File: src/rtl/m_4bit_adder.sv
// m_4bit_adder: registered 4-bit ripple-carry adder with carry-in/carry-out.
// Four full-adder cells feed an output register. The register loads only on
// in_valid, and out_valid follows in_valid one clock later.
// Optional macro M_4BIT_ADDER_FLAGS_EN adds registered Ovf (signed overflow)
// and Zero (S == 0) outputs.

module m_4bit_adder_fa (
    input  logic a,
    input  logic b,
    input  logic ci,
    output logic s,
    output logic co
);
    // One bit of sum and carry for the ripple chain
    always_comb begin
        s  = a ^ b ^ ci;
        co = (a & b) | (ci & (a ^ b));
    end
endmodule

module m_4bit_adder (
    input  logic       clk,
    input  logic       rst_n,
    input  logic       in_valid,
    input  logic [3:0] A,
    input  logic [3:0] B,
    input  logic       Cin,
    output logic       out_valid,
    output logic [3:0] S,
    output logic       Cout
`ifdef M_4BIT_ADDER_FLAGS_EN
    ,
    output logic       Ovf,
    output logic       Zero
`endif
);
    localparam int W      = 4;
    localparam int STAGES = 1;

    logic [W:0]      carry;
    logic [W-1:0]    sum;
    logic [STAGES:0] vld_pipe;

    assign carry[0]    = Cin;
    assign vld_pipe[0] = in_valid;

    // Ripple chain: cell i consumes carry[i] and produces carry[i+1]
    for (genvar gi = 0; gi < W; gi++) begin : g_cell
        m_4bit_adder_fa u_fa (
            .a  (A[gi]),
            .b  (B[gi]),
            .ci (carry[gi]),
            .s  (sum[gi]),
            .co (carry[gi+1])
        );
    end

    // Valid shift register; a reset drops anything in flight
    always_ff @(posedge clk or negedge rst_n) begin
        if (!rst_n) vld_pipe[STAGES:1] <= '0;
        else        vld_pipe[STAGES:1] <= vld_pipe[STAGES-1:0];
    end

    assign out_valid = vld_pipe[STAGES];

    // Result register; holds when no operands are offered, so garbage on
    // idle inputs never reaches the outputs
    always_ff @(posedge clk or negedge rst_n) begin
        if (!rst_n) begin
            S    <= '0;
            Cout <= 1'b0;
        end else if (in_valid) begin
            S    <= sum;
            Cout <= carry[W];
        end
    end

`ifdef M_4BIT_ADDER_FLAGS_EN
    // Flag registers share the result register's load and reset rules;
    // overflow is the carry into the sign bit disagreeing with the carry out
    always_ff @(posedge clk or negedge rst_n) begin
        if (!rst_n) begin
            Ovf  <= 1'b0;
            Zero <= 1'b0;
        end else if (in_valid) begin
            Ovf  <= carry[W-1] ^ carry[W];
            Zero <= (sum == '0);
        end
    end
`endif

endmodule

File: config.mk
export PLATFORM = sky130hd
export DESIGN_NAME = m_4bit_adder
export DESIGN_NICKNAME = d
export VERILOG_FILES = /design/src/rtl/m_4bit_adder.sv
export SDC_FILE = /design/constraint.sdc
export NUM_CORES = 1
export LEC_CHECK = 0
export ABC_AREA = 1
export CELL_PAD_IN_SITES_DETAIL_PLACEMENT = 1
export CELL_PAD_IN_SITES_GLOBAL_PLACEMENT = 1
export CORE_AREA = 4 4 41 43
export DETAILED_ROUTE_END_ITERATION = 7
export DIE_AREA = 0 0 45 47
export PLACE_DENSITY_LB_ADDON = 0.1
export SETUP_SLACK_MARGIN = 0.02
export SYNTH_ARGS = -nofsm -noshare
export SYNTH_HDL_FRONTEND = slang
export SYNTH_HIERARCHICAL = 1
export SYNTH_SLANG_ARGS = --single-unit
File: constraint.sdc
create_clock -name clk -period 0.8 [get_ports clk]
set_input_delay 0.16 -clock clk [delete_from_list [all_inputs] [get_ports clk]]
set_output_delay 0.16 -clock clk [all_outputs]
set_load 0.03 [all_outputs]
==> summary.txt <==
Synthesis
  – Syn Nets: 42
  – Top cells by area, synth: dfrtp_1 52%, fa_1 28%, nand2_1 19%
  – Synth Cell Area: 290 sq um
  – Post-Syn Instances: 26
  – Mean Syn Cell Area: 11.2 sq um
  – Synth Warn #: 6
  – Leading area contributor after synthesis: dfrtp_1
  – Synth unique cells: 4
  – Post-synthesis sequential area ratio: 51.7%
  – Top cell type's share of synthesized area: 51.7%
  – Register bit total from synthesis: 6

STA
  – FMAX: 560 MHz
  – RSZ-0062 raised after global routing: yes
  – Relative slew margins: 81.5%
  – Minimum clock period: 1.79 ns
  – Slew @ Worst Pin: 0.277 ns
  – Fin. max-slew vios: 0
  – Final hold violation count: 0
  – Post-route setup TNS: -3.56 ns
  – Final setup margin: -0.986 ns
  – # setup viols final: 10
  – Hold slack: 0.173 ns
  – Final Skew: 0 ns
  – Fin crit share: 223%

CTS
  – Clk root buf: clkbuf_4
  – Num Clock Sinks: 6
  – Inserted Clock Buffers: 3
  – Worst-path clk slew: 0.04 ns
  – CTS Buffer Depth: 2
  – # H-tree levels: 1
  – CTS tree: yes
  – Clock latency at the later pin of the worst-skew pair: 0.23 ns

Route
  – First-pass iteration count of the detailed router: 1
  – Detail Route Antenna Nets: 0
  – Iter 0 DRT Violations: 0
  – WL/cell: 10.5 um
  – Final WL: 692 um
  – Total number of vias: 271
  – Drt via density: 4.11
  – Post-route DRC: 0

Setup path
  – CP Data Arrival Time: 1.91 ns
  – CP most frequent cell: fa_2
  – Startpoint types: input port
  – Crit Path Class: input port to flip-flop
  – Kind of end point of the critical path: flip-flop
  – CP max stage delay: 0.44 ns
  – CP cell instances: buf_6 > fa_2 > fa_2 > fa_2 > fa_1 > nand2_1 > nand2_1
  – Critical path peak fanout: 1
  – Data required time of the critical path: 0.92 ns
  – Delay-heaviest family, CP: adder cells
  – Worst Path Buf+Inv: 1
  – CP max stage cell: fa_1

Power and ir drop
  – Peak supply drop: 0.530 mV
  – Total power: 1.03 mW
  – Pleak: 0.279 nW
  – Cell Pwr Density: 1890 nW/um^2

Layout
  – Share of layout cells above drive strength 1: 41.2%
  – # diodes: 0
  – Final core occ: 41.9%
  – Area growth syn-to-layout: 87.9%
  – Layout Nets: 69
  – Non-Filler Instances: 66
  – Fin area: 546 sq um

GRT
  – Largest net degree at the start of global routing: 7
  – Grt ovf: 0
  – Initial antenna violation count: 0
  – Vias in the first global route: 271
  – First-pass GRT wire length: 1080 um
  – Gr usage total: 7.51%

Floorplan
  – Boundary Pins: 18
  – Core box area: 1300 sq um
  – Die Ht: 47 um
  – Die Wd: 45 um
  – Starting Density: 22.3%
  – Die Area: 2120 sq um
  – Cell Rows: 13

Place
  – Pre-CTS setup slack: -1.61 ns
  – Placed insts: 59
  – Routability cong.: 0.600
  – I/O Buffers: 17
  – Post-DP Area: 479 sq um
  – Detail Placement HPWL: 573 um

Run
  – Maxcap violations: 0

Outcome
  – Failing checks: negative setup slack
  – Status: complete, but fails checks

Min path
  – Worst min path class: input port to asynchronous set/reset pin
[path summary, 6_finish.rpt]
path | start | endpoint | slack, ns | depth (start not counted)
setup reg to reg | S[1]$_DFFE_PN0P_ | S[1]$_DFFE_PN0P_ | 0.06 | 3
max in group asynchronous | rst_n | S[2]$_DFFE_PN0P_ | 0.41 | 1
hold reg to reg | Cout$_DFFE_PN0P_ | Cout$_DFFE_PN0P_ | 0.49 | 2
min in group clk | in_valid | out_valid$_DFF_PN0_ | 0.19 | 1
hold / removal | rst_n | Cout$_DFFE_PN0P_ | 0.17 | 1
setup / recovery | Cin | S[3]$_DFFE_PN0P_ | -0.99 | 7
[state kept, by name, summed over array words and instances (netlist names)]
| signal | count |
|---|---|
| S | 4 |
| Cout | 1 |
| out_valid | 1 |
[cell type report]
class | instances | area [sq um]
fill | 154 | 756
timing repair buffer | 22 | 206
sequential | 6 | 150
multi-input combinational | 19 | 144
clock buffer | 3 | 22.5
tap | 15 | 18.8
inverter | 1 | 3.75
[routing by layer]
metal	vias up	global-route usage, %	wire length [um]
li1	128	-	-
met1	125	7.76	265
met2	16	12.7	347
met3	2	1.53	60
met4	0	7.02	19
met5	-	0	0
[cells in the final DEF (no fill, tap or decap)]
master / synthesis / routed
buf_2: 0 / 2
fa_2: 0 / 3
dlymetal6s2s_1: 0 / 1
clkdlybuf4s50_1: 0 / 5
nand2_1: 15 / 15
inv_2: 1 / 1
dlygate4sd2_1: 0 / 2
clkbuf_4: 0 / 3
buf_6: 0 / 7
buf_4: 0 / 5
fa_1: 4 / 1
dfrtp_1: 6 / 6
[synthesized netlist by cell type (all sizes together)]
library cell   n
nand2         15
dfrtp          6
fa             4
inv            1
[power by group]
| group | internal, mW | switching [mW] |
|---|---|---|
| clock network | 0.168 | 0.0900 |
| logic | 0.203 | 0.187 |
| registers | 0.349 | 0.0314 |
[cell families (layout without fill, tap and decap cells)]
family                     Yosys count  count (layout)  synth area share (%)
adders and majority gates            4               4                  27.6
and+or+nand+nor                     15              15                  19.4
DFF                                  6               6                  51.7
buffers and inverters                1              26                  1.29
[timing repair]
item	in CTS	in global routing
setup buffers	2	2
endpoints found under the setup margin	11	11
cloned	0	0
hold buffers	0	0
gates resized for setup	21	1
pin swaps	7	5
No activity file was read; power rests on OpenSTA's default activity.
